<file path="config.mk">
export PLATFORM = sky130hd
export DESIGN_NAME = wb_port_arbiter
export DESIGN_NICKNAME = d
export VERILOG_FILES = /design/src/rtl/wb_port_arbiter.sv
export SDC_FILE = /design/constraint.sdc
export NUM_CORES = 1
export LEC_CHECK = 0
export BUFFER_PORTS_ARGS = -buffer_cell sky130_fd_sc_hd__buf_2
export CORE_MARGIN = 2
export CORE_UTILIZATION = 45
export DETAILED_ROUTE_END_ITERATION = 16
export PLACE_DENSITY = 0.85
export SKIP_CTS_REPAIR_TIMING = 1
export SYNTH_ARGS = -nofsm -noshare
export SYNTH_HDL_FRONTEND = slang
export SYNTH_SLANG_ARGS = --single-unit
</file>
<file path="constraint.sdc">
create_clock -name clk -period 5 [get_ports clk]
set_clock_uncertainty 0.05 [all_clocks]
set_input_delay 0.75 -clock clk [delete_from_list [all_inputs] [get_ports clk]]
set_output_delay 0.75 -clock clk [all_outputs]
set_load 0.02 [all_outputs]
</file>
<file path="src/rtl/wb_port_arbiter.sv">
// Two-requester arbiter for the register file write-back port.
// req0 (pipeline WB) has fixed priority. req1 (multi-cycle unit) is forced a
// grant once it has waited STARVE_LIMIT cycles. The write-back outputs are registered.
module wb_port_arbiter #(
  parameter int unsigned STARVE_LIMIT = 4,
  parameter int unsigned CNT_W        = 3
) (
  input  logic             clk,
  input  logic             rst,
  input  logic             req0_valid,
  input  logic [3:0]       req0_dest,
  input  logic [31:0]      req0_data,
  output logic             req0_ready,
  input  logic             req1_valid,
  input  logic [3:0]       req1_dest,
  input  logic [31:0]      req1_data,
  output logic             req1_ready,
  output logic             wb_en,
  output logic [3:0]       wb_dest,
  output logic [31:0]      wb_data,
  output logic             req0_stall,
  output logic [CNT_W-1:0] starve_cnt
);

  localparam logic [CNT_W-1:0] LIMIT = CNT_W'(STARVE_LIMIT);

  logic             force1;
  logic [CNT_W-1:0] cnt_nxt;
  logic             wb_en_nxt;
  logic [3:0]       wb_dest_nxt;
  logic [31:0]      wb_data_nxt;

  // Grant decode. starve_cnt is held at 0 during reset, so force1 and the stall are low then too.
  always_comb begin
    force1     = req1_valid & (starve_cnt == LIMIT);
    req1_ready = rst & req1_valid & (force1 | ~req0_valid);
    req0_ready = rst & req0_valid & ~force1;
    req0_stall = req0_valid & force1;
  end

  // Next starvation count and next write-back payload.
  always_comb begin
    cnt_nxt     = '0;
    wb_en_nxt   = req0_ready | req1_ready;
    wb_dest_nxt = wb_dest;
    wb_data_nxt = wb_data;
    if (req1_valid && !req1_ready) begin
      cnt_nxt = (starve_cnt == LIMIT) ? starve_cnt : starve_cnt + CNT_W'(1);
    end
    if (req0_ready) begin
      wb_dest_nxt = req0_dest;
      wb_data_nxt = req0_data;
    end else if (req1_ready) begin
      wb_dest_nxt = req1_dest;
      wb_data_nxt = req1_data;
    end
  end

  // Counter and registered write-back stage. An asynchronous reset drops any transfer in flight.
  always_ff @(posedge clk or negedge rst) begin
    if (!rst) begin
      starve_cnt <= '0;
      wb_en      <= 1'b0;
      wb_dest    <= '0;
      wb_data    <= '0;
    end else begin
      starve_cnt <= cnt_nxt;
      wb_en      <= wb_en_nxt;
      wb_dest    <= wb_dest_nxt;
      wb_data    <= wb_data_nxt;
    end
  end

endmodule
</file>
==> results of run 1 <==
==> cell type report <==
type                       instances  area [um2]
clock buffer                       6        72.6
inverter                           4        15.0
tap                               50        62.6
timing repair buffer             120         606
multi-input combinational         91         737
fill                             323        1440
sequential                        40        1000
clock inverter                     1        5.00
==> worst max-delay path by stage <==
stage / slack [ns] / endpoint
5_1_grt: 1.39 / req1_ready
2_1_floorplan: 2.88 / req1_ready
4_1_cts: 1.59 / req1_ready
3_3_place_gp: 1.62 / req1_ready
6_report: 1.63 / req1_ready
3_5_place_dp: 1.59 / req1_ready
==> metrics by stage <==
stage | total power, mW | instance area (um2) | instances | setup WS, ns
floorplan | 0.515 | 1810 | 145 | 2.88
global placement | 0.605 | 2420 | 305 | 1.62
detailed placement | 0.611 | 2420 | 305 | 1.59
CTS | 0.808 | 2500 | 312 | 1.59
global route | 0.844 | 2500 | 312 | 1.39
finish | 0.799 | 2500 | 312 | 1.63
==> power by group through the flow <==
stage	clock (mW)	combinational, mW	sequential (mW)
finish	0.195	0.220	0.383
detailed placement	0	0.223	0.389
global route	0.216	0.240	0.388
CTS	0.201	0.223	0.384
global placement	0	0.217	0.388
floorplan	0	0.0753	0.440
==> flip-flops by register name (all words and copies together) (netlist names) <==
register    flops
wb_data        32
wb_dest         4
wb_en           1
starve_cnt      3
==> kinds of logic after synthesis <==
family,count (synthesis),synth area share
adders and majority gates,2,0.0138
DFF,40,0.554
AOI/OAI and AO/OA,44,0.240
buffers and inverters,14,0.0422
and+or+nand+nor,45,0.150
==> per-layer routing <==
| layer | wire length [um] | up-vias | GRT usage | share of wire |
|---|---|---|---|---|
| met1 | 2000 | 803 | 0.266 | 0.44 |
| met2 | 2200 | 83 | 0.335 | 0.48 |
| met5 | 0 | - | 0 | 0 |
| li1 | - | 786 | - | - |
| met3 | 335 | 4 | 0.0667 | 0.073 |
| met4 | 32 | 0 | 0.0383 | 0.0070 |
==> layout by cell type (no fill, tap or decap) <==
master,netlist,layout
clkinv_2,0,1
a21oi_4,0,1
o211ai_1,2,2
clkbuf_8,0,5
o21ai_0,1,1
dfrtp_1,40,40
buf_2,1,118
ha_1,2,2
a31oi_4,1,1
a21boi_0,2,2
nand2_1,4,4
clkbuf_1,3,1
and2_1,36,36
a221o_1,36,36
nor2_1,1,1
or3_1,2,2
inv_1,4,4
buf_4,6,2
and4_1,1,1
nor3_1,1,1
o21ai_2,1,1
==> impl_metrics.yaml, run 1 <==
sta:
  whs_ns: 0.474
  rsz0062_at_grt: "no"
  slew_violations: 0
  period_share: 0.674
  worstMarginPinSlew_ns: 1.17
  tns_ns: 0
  setup_viol: 0
  slew_headroom: 0.217
  fmax_ghz: 0.297
  hold_viol: 0
  fin_crit_ns: 3.37
cts:
  cts.sinks: 40
  h-tree-depth: 2
  cts_buffer_depth: 2
  tritoncts: "yes"
  cts.reportedPaths.clkPinSlew_ns: 0.07
  root_buffer: "clkbuf_8"
  numCtsBuffers: 5
  clock_latency_ns: 0.28
power_and_ir_drop:
  p_leak_nw: 1.31
  swShare: 0.305
  pwr-share-seq: 0.480
  p_switching_uw: 243
  max-vdd-ir-drop_mv: 0.189
  p_clk_frac: 0.244
  comb_power_share: 0.276
  internal_power_uw: 555
  power_density_nw_per_um2: 320
setup_path:
  end_kind: "primary output"
  start_kind: "input pin"
  path_buf_inv: 3
  cpPeakStageDelay_ns: 0.80
  required_ns: 4.20
  worstReg2RegStart: "starve_cnt[0]"
  cp.depth: 5
  crit_start: "rst"
  crit_path_max_fanout: 46
  crit_chain: "buf_2 -> buf_4 -> nand2_1 -> a21oi_4 -> buf_2"
  worst-setup-path-type: "input pin to primary output"
  arrival_ns: 2.57
  reg2reg_slack_ns: 2.80
  reg2reg_depth: 5
  critPathTopFamily: "buffers and inverters"
  crit_top_cell: "buf_2"
  r2r_end: "wb_data[17]"
  crit_slowest_cell: "a21oi_4"
place:
  io_buffers: 118
  dp_hpwl_mm: 3.26
  place_congestion: 0.710
synth:
  netlist.area_leader.share: 0.554
  synth_common_cells: "dfrtp_1 (40), a221o_1 (36), and2_1 (36)"
  syn_area_um2: 1810
  yosysMostFrequentCell: "dfrtp_1"
  synth_cell_type_count: 19
  synthCells: 145
  yosysSeqAreaShare: 0.554
  ys_dominant_reg_cell: "dfrtp_1"
  yosys-top-cells-area: "dfrtp_1 (55%), a221o_1 (20%), and2_1 (12%)"
  synth_edf_count: 0
  yosysTopAreaCell: "dfrtp_1"
  ys.warnings.count: 0
  ys_ff_latch: 40
  syn_avg_cell_area_um2: 12.5
  async_reset_ff_frac: 1.00
  syn_nets: 223
die:
  initial_utilization: 0.458
  die_area_um2: 4540
  die-height_um: 67.4
  rows: 23
  design.core.area_um2: 3940
  io_pins: 119
  die_x_um: 67.4
global_route:
  antenna_found_initial: 0
  grt_pass1_wl_mm: 6.86
  track_usage: 0.204
  grt_max_degree: 47
  gr-total-overflow: 0
  grt_pass1_vias: 1538
routing:
  route.detailed.drc: 0
  dr.pass1.iters: 4
  wire_per_inst_um: 14.6
  antenna_left: 0
  vias_per_cell: 5.37
  drt_iter0_drc: 72
  drt-total-wl_mm: 4.57
  num_vias: 1676
outcome:
  outcome: "finished clean"
worst_hold_path:
  hp-class: "input pin to asynchronous set/reset pin"
finish:
  drive_gt1_frac: 0.492
  num-nets-final: 340
  syn2layout_area_growth_pct: 38.3
  final_util: 0.634
  num_antenna_cells: 0
flow_run:
  max_cap_viol_count: 0
(Power assumes the default switching activity.)
==> run 2, diff against run 1 <==
CORE_UTILIZATION = 38   (was 45)
PLACE_DENSITY = 0.76   (was 0.85)
clock period = 2.7 ns   (was 5 ns; I/O delays follow)
==> impl_metrics.yaml, run 2 (synthesis results as in run 1) <==
routing:
  drt-total-wl_mm: 4.73
  drt_iter0_drc: 58
  vias_per_cell: 5.17
  dr.pass1.iters: 6
  wire_per_inst_um: 14.7
  route.detailed.drc: 0
  antenna_left: 0
  num_vias: 1669
setup_path:
  worstReg2RegStart: "starve_cnt[0]"
  r2r_end: "wb_data[13]"
  worst-setup-path-type: "flop to primary output"
  required_ns: 2.25
  start_kind: "flop"
  end_kind: "primary output"
  cpPeakStageDelay_ns: 0.39
  reg2reg_slack_ns: 0.96
  path_buf_inv: 3
  arrival_ns: 1.66
  crit_path_max_fanout: 18
  crit_chain: "inv_1 -> ha_1 -> a31oi_4 -> buf_4 -> buf_2"
  critPathTopFamily: "buffers and inverters"
  reg2reg_depth: 6
  crit_slowest_cell: "dfrtp_1"
global_route:
  antenna_found_initial: 0
  grt_pass1_wl_mm: 7.31
  grt_max_degree: 27
  track_usage: 0.178
  grt_pass1_vias: 1604
  gr-total-overflow: 0
sta:
  period_share: 0.781
  slew_violations: 0
  hold_viol: 0
  fin_crit_ns: 2.11
  fmax_ghz: 0.474
  rsz0062_at_grt: "no"
  worstMarginPinSlew_ns: 0.304
  setup_viol: 0
  whs_ns: 0.0525
  slew_headroom: 0.797
  tns_ns: 0
cts:
  tritoncts: "yes"
  cts.sinks: 40
  clock_latency_ns: 0.28
  numCtsBuffers: 5
  cts_buffer_depth: 2
  cts.reportedPaths.clkPinSlew_ns: 0.07
  root_buffer: "clkbuf_8"
  h-tree-depth: 2
place:
  dp_hpwl_mm: 3.63
  io_buffers: 118
  dp_cells: 315
  place_congestion: 0.810
finish:
  multi_input_area_um2: 737
  num_antenna_cells: 0
  layout_common_cells: "buf_2 (118), dfrtp_1 (40), and2_1 (36), a221o_1 (36), buf_4 (8)"
  largest_reg_flops: 32
  fillCellCount: 413
  ff_latch_area_um2: 1000
  layout_commonest_cell: "buf_2"
  regMostFlops: "wb_data"
  drive_gt1_frac: 0.509
  reg_top3: "wb_data: 32 flops, wb_dest: 4 flops, starve_cnt: 3 flops"
  final_cell_count_no_fill: 323
  num-nets-final: 346
  syn2layout_area_growth_pct: 42.9
die:
  design.core.area_um2: 4660
  die_x_um: 73.0
  rows: 25
  initial_utilization: 0.388
  die-height_um: 73.0
  io_pins: 119
  die_area_um2: 5320
worst_hold_path:
  hp-class: "input pin to asynchronous set/reset pin"
power_and_ir_drop:
  max-vdd-ir-drop_mv: 0.281
  power_density_nw_per_um2: 619
  p_leak_nw: 1.36
  fin_total_pwr_mw: 1.60
outcome:
  outcome: "finished clean"
flow_run:
  max_cap_viol_count: 0
-- run 2: cell types whose count changed in the layout (fill, tap and decap cells not counted) --
| cell | change |
|---|---|
| bufinv_16 | +1 |
| clkinvlp_4 | +1 |
| clkbuf_1 | -1 |
| buf_4 | +6 |
-- run 2: routing by layer --
layer / wire [um] / share of wire / vias up / GRT usage
met5: 0 / 0 / - / 0
met4: 29 / 0.0061 / 0 / 0.0535
met3: 370 / 0.078 / 4 / 0.0511
met2: 2250 / 0.48 / 92 / 0.292
met1: 2080 / 0.44 / 777 / 0.230
li1: - / - / 796 / -
-- run 2: worst register-to-register path: cells and delay by family, from the launching register on --
| family | cells | cell delay (ns) |
|---|---|---|
| and+or+nand+nor | 1 | 0.18 |
| AOI/OAI and AO/OA | 2 | 0.41 |
| buffers and inverters | 2 | 0.37 |
| adders and majority gates | 1 | 0.26 |
| DFF | 1 | 0.41 |
-- run 2: worst max path at each step --
| stage | startpoint | to | cells after the start |
|---|---|---|---|
| after floorplan | starve_cnt[0] | req1_ready | 5 |
| after global placement | rst | req1_ready | 5 |
| after detailed placement | starve_cnt[0] | req0_ready | 5 |
| after CTS | starve_cnt[0] | req0_ready | 5 |
| after global routing | starve_cnt[0] | req0_ready | 5 |
| final | starve_cnt[0] | req0_ready | 5 |
-- run 2: cell type report --
cell class | instances | share of cell area
clock buffer | 5 | 0.0266
clock inverter | 3 | 0.0165
inverter | 4 | 0.00581
multi-input combinational | 91 | 0.285
sequential | 40 | 0.388
tap | 54 | 0.0262
timing repair buffer | 126 | 0.252
-- run 2: power by group --
part	switching (mW)	internal, mW	total (mW)
clock	0.203	0.273	0.477
combinational	0.230	0.185	0.414
sequential	0.0341	0.674	0.708
total	0.467	1.13	1.60
-- run 2: metrics by stage --
step	util	setup slack, ns	cell area, um2
5_1_grt	0.554	0.479	2580
4_1_cts	0.554	0.568	2580
3_3_place_gp	0.530	0.947	2470
6_report	0.554	0.590	2580
3_5_place_dp	0.530	0.896	2470
2_1_floorplan	-	0.927	1810
==> run 3, diff against run 2 <==
CORE_UTILIZATION = 42   (was 38)
PLACE_DENSITY = 0.8   (was 0.76)
clock period = 2.1 ns   (was 2.7 ns; I/O delays follow)
==> impl_metrics.yaml, run 3 (synthesis results as in run 1) <==
outcome:
  outcome: "finished clean"
cts:
  root_buffer: "clkbuf_8"
  numCtsBuffers: 5
  clock_latency_ns: 0.28
  h-tree-depth: 2
  cts.reportedPaths.clkPinSlew_ns: 0.08
  tritoncts: "yes"
  cts.sinks: 40
  cts_buffer_depth: 2
setup_path:
  required_ns: 1.74
  path_buf_inv: 3
  crit_chain: "inv_1 -> ha_1 -> a31oi_4 -> buf_4 -> buf_2"
  arrival_ns: 1.61
  start_kind: "flop"
  crit_path_max_fanout: 15
  critPathTopFamily: "buffers and inverters"
  end_kind: "primary output"
  cpPeakStageDelay_ns: 0.39
  crit_slowest_cell: "dfrtp_1"
  worst-setup-path-type: "flop to primary output"
routing:
  vias_per_cell: 5.23
  dr.pass1.iters: 4
  drt_iter0_drc: 95
  drt-total-wl_mm: 4.71
  antenna_left: 0
  route.detailed.drc: 0
  wire_per_inst_um: 14.7
  num_vias: 1673
global_route:
  grt_pass1_vias: 1612
  gr-total-overflow: 0
  grt_max_degree: 23
  antenna_found_initial: 0
  grt_pass1_wl_mm: 7.53
  track_usage: 0.196
finish:
  drive_gt1_frac: 0.507
  num_antenna_cells: 0
  ff_latch_area_um2: 1000
  num-nets-final: 347
  layout_common_cells: "buf_2 (118), dfrtp_1 (40), and2_1 (36), a221o_1 (36), buf_4 (8)"
  layout_commonest_cell: "buf_2"
  largest_reg_flops: 32
  syn2layout_area_growth_pct: 43.2
  final_util: 0.638
  regMostFlops: "wb_data"
  multi_input_area_um2: 737
  fillCellCount: 344
  reg_top3: "wb_data: 32 flops, wb_dest: 4 flops, starve_cnt: 3 flops"
sta:
  slew_violations: 0
  tns_ns: 0
  rsz0062_at_grt: "no"
  hold_viol: 0
  setup_viol: 0
  fin_crit_ns: 1.98
  worstMarginPinSlew_ns: 0.314
  slew_headroom: 0.790
  period_share: 0.941
  fmax_ghz: 0.506
flow_run:
  max_cap_viol_count: 0
worst_hold_path:
  hp-class: "input pin to asynchronous set/reset pin"
power_and_ir_drop:
  p_leak_nw: 1.36
  fin_total_pwr_mw: 2.05
  power_density_nw_per_um2: 793
  max-vdd-ir-drop_mv: 0.422
die:
  design.core.area_um2: 4060
  die-height_um: 69.6
  die_area_um2: 4840
  io_pins: 119
  rows: 23
  die_x_um: 69.6
  initial_utilization: 0.445
place:
  io_buffers: 118
  dp_hpwl_mm: 3.53
  place_congestion: 0.862
==> run 3: cell types whose count changed in the layout (fill, tap and decap cells not counted) <==
cell	before	now
dlygate4sd3_1	0	1
==> run 3: path summary, 6_finish.rpt <==
kind                               startpoint  cells after the start  slack (ns)       endpoint
worst min register to register     wb_data[8]                      2        0.53     wb_data[8]
worst min-delay path                      rst                      2        0.02     wb_data[7]
worst max register to register  starve_cnt[0]                      6        0.36     wb_dest[3]
min in group clk                 req1_data[4]                      2        0.20     wb_data[4]
worst max-delay path            starve_cnt[0]                      5        0.12     req0_ready
max in group asynchronous                 rst                      2        1.25  starve_cnt[2]
==> run 3: power by group <==
group	internal [mW]	switching [mW]	total, mW
Clock	0.351	0.258	0.609
Combinational	0.238	0.293	0.532
Sequential	0.866	0.0456	0.912
==> run 3: per-stage QoR <==
stage	cell area, um2	hold WS [ns]	cells	setup slack (ns)
global route	2590	0.0390	320	0.0243
CTS	2580	-0.170	319	0.101
detailed placement	2470	0.151	311	0.370
finish	2590	0.0204	320	0.123
global placement	2470	0.137	311	0.416
floorplan	1810	-0.0306	145	0.331
==> run 3: layer usage <==
metal / vias to the layer above / global-route usage / part of all wire
met2: 95 / 0.308 / 0.47
met1: 778 / 0.264 / 0.43
li1: 798 / - / -
met5: - / 0 / 0
met3: 2 / 0.0625 / 0.096
met4: 0 / 0.0523 / 0.0038
==> run 3: cell type report <==
class                           instances  share of cell area
Clock buffer                            5              0.0266
Inverter                                4             0.00580
Multi-Input combinational cell         91               0.285
Clock inverter                          3              0.0164
Sequential cell                        40               0.387
Timing Repair Buffer                  127               0.255
Tap cell                               50              0.0242
